**src/rtl/variable_pkg.sv**
```systemverilog
// Shared encodings for the throw controller: player codes, throw outcome and FSM states,
// plus the saturating power adder used while charging.
package variable_pkg;

    localparam int POWER_W = 7;

    typedef enum logic [1:0] {
        PLAYER_NONE = 2'b00,
        PLAYER_1    = 2'b01,
        PLAYER_2    = 2'b10
    } player_e;

    typedef enum logic [1:0] {
        RESULT_NONE = 2'b00,
        RESULT_HIT  = 2'b01,
        RESULT_MISS = 2'b10
    } result_e;

    typedef enum logic [1:0] {
        ST_IDLE   = 2'b00,
        ST_CHARGE = 2'b01,
        ST_FLIGHT = 2'b10,
        ST_SETTLE = 2'b11
    } state_e;

    // Sum is formed in int so the step can never wrap the 7-bit power value.
    function automatic logic [POWER_W-1:0] sat_add(input logic [POWER_W-1:0] value,
                                                   input int step,
                                                   input int limit);
        int sum;
        sum = int'(value) + step;
        if (sum > limit) begin
            return POWER_W'(limit);
        end
        return POWER_W'(sum);
    endfunction

endpackage

```
**src/rtl/btn_sync.sv**
```systemverilog
// Multi-flop synchronizer for the raw throw button with rising/falling edge detection
// on the synchronized level.
module btn_sync #(
    parameter int STAGES = 2
) (
    input  logic clk60MHz,
    input  logic rst_n,
    input  logic btn_async,
    output logic press,
    output logic released,
    output logic level
);

    logic [STAGES-1:0] sync_reg;
    logic [STAGES-1:0] sync_next;
    logic              level_d_reg;

    genvar gi;
    generate
        for (gi = 0; gi < STAGES; gi++) begin : g_stage
            if (gi == 0) begin : g_first
                assign sync_next[gi] = btn_async;
            end else begin : g_chain
                assign sync_next[gi] = sync_reg[gi-1];
            end
        end
    endgenerate

    always_ff @(posedge clk60MHz or negedge rst_n) begin
        if (!rst_n) begin
            sync_reg    <= '0;
            level_d_reg <= 1'b0;
        end else begin
            sync_reg    <= sync_next;
            level_d_reg <= sync_reg[STAGES-1];
        end
    end

    assign level    = sync_reg[STAGES-1];
    assign press    = level & ~level_d_reg;
    assign released = ~level & level_d_reg;

endmodule

```
**src/rtl/throw_ctrl.sv**
```systemverilog
// Throw sequencer: charge power while the button is held, launch on release, track the
// flight until hit/out-of-bounds/timeout, then hold for a settle period before re-arming.
module throw_ctrl
    import variable_pkg::*;
#(
    parameter int POWER_MAX      = 100,
    parameter int POWER_STEP     = 2,
    parameter int FLIGHT_TIMEOUT = 240,
    parameter int SETTLE_FRAMES  = 30
) (
    input  logic         clk60MHz,
    input  logic         rst_n,
    input  logic [2:0]   turn,
    input  logic         btn_throw,
    input  logic         frame_tick,
    input  logic         hit,
    input  logic         out_of_bounds,
    output logic [1:0]   current_player,
    output logic         in_throw_flag,
    output logic         throw_flag,
    output logic [POWER_W-1:0] power,
    output logic         launch,
    output logic [1:0]   result
);

    // One frame counter serves both FLIGHT and SETTLE, so it is sized for the larger limit.
    localparam int CNT_MAX = (FLIGHT_TIMEOUT > SETTLE_FRAMES) ? FLIGHT_TIMEOUT : SETTLE_FRAMES;
    localparam int CNT_W   = (CNT_MAX < 1) ? 1 : $clog2(CNT_MAX + 1);
    localparam logic [CNT_W-1:0] FLIGHT_LIMIT = CNT_W'(FLIGHT_TIMEOUT);
    localparam logic [CNT_W-1:0] SETTLE_LIMIT = CNT_W'(SETTLE_FRAMES);

    state_e             state_reg,  state_next;
    logic [POWER_W-1:0] power_reg,  power_next;
    logic [CNT_W-1:0]   cnt_reg,    cnt_next;
    logic               launch_reg, launch_next;
    result_e            result_reg, result_next;

    logic btn_press;
    logic btn_released;
    logic btn_level;
    logic unused_turn_bits;

    btn_sync #(
        .STAGES (2)
    ) u_btn_sync (
        .clk60MHz  (clk60MHz),
        .rst_n     (rst_n),
        .btn_async (btn_throw),
        .press     (btn_press),
        .released  (btn_released),
        .level     (btn_level)
    );

    // Only the parity of the turn counter selects the player.
    assign unused_turn_bits = ^{turn[2:1], btn_level};
    assign current_player   = turn[0] ? PLAYER_1 : PLAYER_2;

    always_ff @(posedge clk60MHz or negedge rst_n) begin
        if (!rst_n) begin
            state_reg  <= ST_IDLE;
            power_reg  <= '0;
            cnt_reg    <= '0;
            launch_reg <= 1'b0;
            result_reg <= RESULT_NONE;
        end else begin
            state_reg  <= state_next;
            power_reg  <= power_next;
            cnt_reg    <= cnt_next;
            launch_reg <= launch_next;
            result_reg <= result_next;
        end
    end

    always_comb begin
        state_next  = state_reg;
        power_next  = power_reg;
        cnt_next    = cnt_reg;
        launch_next = 1'b0;
        result_next = result_reg;

        case (state_reg)
            ST_IDLE: begin
                // Edge-triggered start: a button still held from an earlier throw never re-arms.
                if (btn_press) begin
                    state_next = ST_CHARGE;
                    power_next = '0;
                end
            end

            ST_CHARGE: begin
                if (frame_tick) begin
                    power_next = sat_add(power_reg, POWER_STEP, POWER_MAX);
                end
                if (btn_released) begin
                    state_next  = ST_FLIGHT;
                    launch_next = 1'b1;
                    result_next = RESULT_NONE;
                    cnt_next    = '0;
                end
            end

            ST_FLIGHT: begin
                // Hit is tested first so it wins over a coincident miss condition.
                if (hit) begin
                    state_next  = ST_SETTLE;
                    result_next = RESULT_HIT;
                    cnt_next    = '0;
                end else if (out_of_bounds || (cnt_reg == FLIGHT_LIMIT)) begin
                    state_next  = ST_SETTLE;
                    result_next = RESULT_MISS;
                    cnt_next    = '0;
                end else if (frame_tick && (cnt_reg < FLIGHT_LIMIT)) begin
                    cnt_next = cnt_reg + 1'b1;
                end
            end

            ST_SETTLE: begin
                if (cnt_reg == SETTLE_LIMIT) begin
                    state_next = ST_IDLE;
                    cnt_next   = '0;
                end else if (frame_tick) begin
                    cnt_next = cnt_reg + 1'b1;
                end
            end

            default: begin
                state_next = ST_IDLE;
                cnt_next   = '0;
            end
        endcase
    end

    assign in_throw_flag = (state_reg == ST_CHARGE);
    assign throw_flag    = (state_reg == ST_FLIGHT);
    assign power         = power_reg;
    assign launch        = launch_reg;
    assign result        = result_reg;

endmodule

```
**config.mk**
```make
export PLATFORM = sky130hd
export DESIGN_NAME = throw_ctrl
export DESIGN_NICKNAME = d
export VERILOG_FILES = /design/src/rtl/variable_pkg.sv /design/src/rtl/btn_sync.sv /design/src/rtl/throw_ctrl.sv
export SDC_FILE = /design/constraint.sdc
export NUM_CORES = 1
export LEC_CHECK = 0
export ABC_AREA = 0
export CAP_MARGIN = 20
export CELL_PAD_IN_SITES_DETAIL_PLACEMENT = 1
export CELL_PAD_IN_SITES_GLOBAL_PLACEMENT = 1
export CORE_AREA = 2 2 76 78
export DETAILED_ROUTE_END_ITERATION = 8
export DIE_AREA = 0 0 78 80
export PLACE_DENSITY_LB_ADDON = 0.1
export SLEW_MARGIN = 15
export SYNTH_ARGS = -nofsm -noshare
export SYNTH_HDL_FRONTEND = slang
export SYNTH_SLANG_ARGS = --single-unit
export TNS_END_PERCENT = 100
```
**constraint.sdc**
```tcl
create_clock -name clk60MHz -period 2.5 [get_ports clk60MHz]
set_clock_uncertainty 0.15 [all_clocks]
set_input_delay 0.375 -clock clk60MHz [delete_from_list [all_inputs] [get_ports clk60MHz]]
set_output_delay 0.375 -clock clk60MHz [all_outputs]
set_load 0.05 [all_outputs]
```
Word level (Yosys, flattened, before mapping) --
Cells that the tools add are included.
Cells by class: mux-type cells 28, bitwise operators 4, order comparisons 2, add/subtract/negate cells 2, reductions and logical operators 10, equal/unequal tests 12
Operator list (count):
- $mux 8 | 6
- $mux 7 | 4
- $pmux 8 s3 | 1
- $mux 2 | 9
- $pmux 7 s2 | 1
- $add 7x2->8 const B | 1
- $add 8x1->8 const B | 1
- $eq 8x5->1 const B | 1
- $eq 8x8->1 const B | 1
- $gt 8x7->1 const B | 1
- $lt 8x8->1 const B | 1
- $pmux 2 s4 | 1
- $reduce_and 4->1 | 2
- $ne 2x2->1 const B | 3
- $reduce_and 3->1 | 2
- $mux 1 | 5
- $eq 2x2->1 const B | 2
- $ne 4x2->1 const B | 1
- $pmux 2 s2 | 1
- $reduce_bool 2->1 | 2
- $ne 3x2->1 const B | 1
- $ne 3x3->1 const B | 1
- $reduce_bool 3->1 | 1
- $and 1x1->1 | 2
- other kinds (6) | 7
Storage, ports and cells: input bits 9, logic and storage cells 65, output and inout port bits 14, bits in registers 23

Logic depth before layout (Yosys ltp) --
word-level depth 8, mapped depth 8

Cells and area by module --
From an unflattened synthesis, not the netlist that was laid out.
Second synthesis, totals: cell total of the unflattened synthesis 140, area total of the unflattened synthesis 1400.1 um^2
Modules (own cells, without submodules):
- throw_ctrl | times used 1, sequential area each 475.5 um^2, area an instance 1310.0 um^2, cells each 135
- btn_sync | times used 1, sequential area each 75.1 um^2, area an instance 90.1 um^2, cells each 5

Least setup slack after synthesis --
Ideal clock, no wire load.
path type register to register, start point register state_reg[0], end point register cnt_reg[3], setup time 0.110 ns, cell stages (with the launch flop) 8, data required time 2.240 ns, arrival 2.164 ns, clock period less this slack 2.424 ns, path slack 0.076 ns, path buffers 0, cell sequence dfrtp_1 > inv_1 > ha_1 > nor3b_1 > o21a_1 > a21oi_4 > or2_1 > o41ai_1
On the way: word-level cells in the longest chain between the ends 3, elaborated cells on any way between the ends 9
RTL lines:
- start, declared | line throw_ctrl.sv:32 | state_e state_reg, state_next;
- start signal, assigned | line throw_ctrl.sv:66 | state_reg <= state_next;
- $eq 2x2->1 (*)
- net throw_flag | line throw_ctrl.sv:20 | output logic throw_flag,
- $ne 4x2->1 (no source line) / $reduce_bool 3->1 (equally long branches)
- $reduce_and 4->1 (no source line)
- end signal, assigned | line throw_ctrl.sv:68 | cnt_reg <= cnt_next;
- end, declared | line throw_ctrl.sv:34 | logic [CNT_W-1:0] cnt_reg, cnt_next;
Mark *: on every way through the listed nets, which the timed path passes. The rest lies on a longest branch. A chain may end at the register's enable or synchronous reset.

Final worst setup path --
start point register state_reg[0], end point register cnt_reg[3]
On the way: word-level cells in the longest chain between the ends 3, elaborated cells on any way between the ends 9
RTL lines:
- $eq 2x2->1 / $eq 2x1->1 (equally long branches) | line throw_ctrl.sv:81 | case (state_reg)
- $ne 4x2->1 (no source line), or another cell as far along
- $reduce_and 4->1 (no source line)
Several ways; a longest one is shown, not always the timed one.

==> metrics <==
EDFF count, synth 0; leak pwr approximately 0.00077 uW; Initial Util 24.3%; Synth Net Count 158; area grow syn2layout 29.3%; Reg2Reg Depth 7; post-synthesis register bit count 22; multi-input logic area 713 sq um; Fin. Hold Viols 0; Initial DRC Count 42; io pins 23; Req. time, crit path 2.51 ns; Ys Warns 0; Fmax achieved between 400 and 500 MHz; Synth Flop Type dfrtp_1; Clock Latency Late Sink 0.27 ns; # nets final 186; syn_area_per_cell 9.39 sq um; Worst VDD drop 0.431 mV; Die W 78 um; critical path launch point state_reg[0]; H-tree depth 1; WL final 3290 um; cell area after layout 1700 sq um; Netlist cell types 41; hold depth 0; layout cells sized above 1 13.8%; critical path peak fanout 10; clk buf depth 2; vias in the first global route 1,154; run status complete, no violations; Crit Reg-Reg Endpoint cnt_reg[3]; Setup violations, final 0; Routability Congestion about 0.77; Sequential Area about 550 sq um; post-route ant nets 0; setup TNS 0 ns; first-pass GRT wire length 5530 um; Overflow after GRT 0; mapped cell area 1320 sq um; # fillers 633; Cell Pwr Density approximately 1000 nW/um^2; pin count of the biggest net entering global routing 23; postcts setup bufs 0; FF-to-FF Start state_reg[0]; max-cap viol count 0; dpl hpwl 2430 um; flop2flop setup slack 0.21 ns; worst slew pin tran 0.537 ns; die area 6240 sq um; Cells after Synth 140; First-pass DRT Iterations 4; CP endpoint kind register; vias 1,102; die extent in y 80 um; CTS buffer count 3; Final Util 31.5%; DRC errors left 0; CP endpoint cnt_reg[3]; vias per cell 4.61; clock-pin slew on the worst setup and hold paths 0.09 ns; max FFs per register 8; setup repair after global routing missed its margin no; Core Box Area 5410 sq um; Port Buffers 19; Core Rows 27; WL/cell 13.8 um; period utilisation layout roughly nine tenths; WP data arrival 2.29 ns; minimum clock period 2.29 ns; crit path launch type register; max_slew headroom 64.0%; All-Layer GR Usage 11.2%; Area after DPL 1620 sq um; WS Path Type reg -> reg; Sink Count 22; initial antenna violation count 0; Post-synth ARST share 100%; HP Class reg -> reg; root buf cell clkbuf_8; n_diodes 0; Final Max Tran Viols 0; Seq/Total Area, Yosys 41.9%; CTS tree built
-- area by class of cell --
class / count / area share, %
clock buffers: 3 / 2.43
clock inverters: 1 / 1.77
inverters: 10 / 2.21
multi-input cells: 105 / 41.9
flip-flops and latches: 22 / 32.4
well taps: 72 / 5.30
repair buffers: 26 / 14.0
-- timing repair --
item / in CTS / in global routing
resized for setup: 0 / 2
hold buffers: 0 / 0
setup endpoints to repair: 0 / 3
-- critical path: stages (launching register included) --
cell,delay [ns]
dfrtp_1,0.41
inv_1,0.13
ha_1,0.18
nor3b_1,0.27
o21a_1,0.26
a21oi_4,0.10
or2_1,0.32
o41ai_1,0.35
-- synthesized netlist by cell type (all sizes together) (2+ instances only) --
cell	n	share of area, %
nor2	12	3.4
nand2b	2	0.95
nand3b	2	1.4
nand3	6	2.7
o31ai	5	2.9
nor2b	5	2.4
a32o	2	1.5
a21oi	5	2.8
nor3	4	1.5
o21ai	12	4.6
o41ai	2	1.3
inv	10	2.9
mux2i	2	1.5
buf	2	1.1
dfrtp	22	42
ha	9	8.6
o211ai	2	1.1
mux2	2	2.0
nand2	15	4.9
and3	3	1.4
-- cells by family after synthesis --
logic type / count (synthesis) / synth area share (%)
compound gates: 37 / 19.8
fa+ha+maj: 9 / 8.56
buf+inv: 13 / 4.28
flops: 22 / 41.9
mux: 4 / 3.52
other cells: 1 / 0.285
simple gates: 54 / 21.7
-- worst min path at each step --
stage	end	from	slack [ns]
after CTS	u_btn_sync.sync_reg[1]	u_btn_sync.sync_reg[0]	0.22
after detailed placement	u_btn_sync.sync_reg[1]	u_btn_sync.sync_reg[0]	0.19
after floorplan	cnt_reg[0]	rst_n	-0.07
after global placement	u_btn_sync.sync_reg[1]	u_btn_sync.sync_reg[0]	0.19
final	u_btn_sync.sync_reg[1]	u_btn_sync.sync_reg[0]	0.22
after global routing	u_btn_sync.sync_reg[1]	u_btn_sync.sync_reg[0]	0.23
-- cells in the final DEF, fill, tap and decap left out, types with 2 or more instances in the layout --
cell type	instances
nor2_1	12
nor3_1	3
o21ai_0	12
and3_1	3
nand2b_1	2
a21oi_1	4
nand2_1	14
ha_1	9
o211ai_1	2
clkbuf_8	3
a32o_1	2
o31ai_1	5
mux2i_1	2
o41ai_1	2
buf_4	10
nand3_1	5
inv_1	10
nor2b_1	5
clkdlybuf4s50_1	15
dfrtp_1	22
-- through the flow --
step / std cells / power (uW) / hold WS [ns] / setup WS [ns]
detailed placement: 235 / 1440 / 0.191 / 0.0676
finish: 239 / 1760 / 0.215 / 0.211
global placement: 235 / 1420 / 0.193 / 0.125
floorplan: 140 / 1120 / -0.0706 / 0.0757
CTS: 239 / 1800 / 0.220 / 0.0230
global route: 239 / 1900 / 0.228 / 0.0357
-- where the power goes --
| group | internal (uW) | switching, uW |
|---|---|---|
| combinational | 370 | 575 |
| clock | 214 | 128 |
| sequential | 418 | 54.6 |
| total | 1000 | 758 |
-- layer usage --
metal  vias to the layer above  wire [um]  global-route usage [%]
li1                        553          -                       -
met1                       534       1670                    14.9
met2                        13       1510                    18.0
met3                         2         93                    2.04
met4                         0         15                    4.21
met5                         -          0                       0
(Power assumes the default switching activity.)
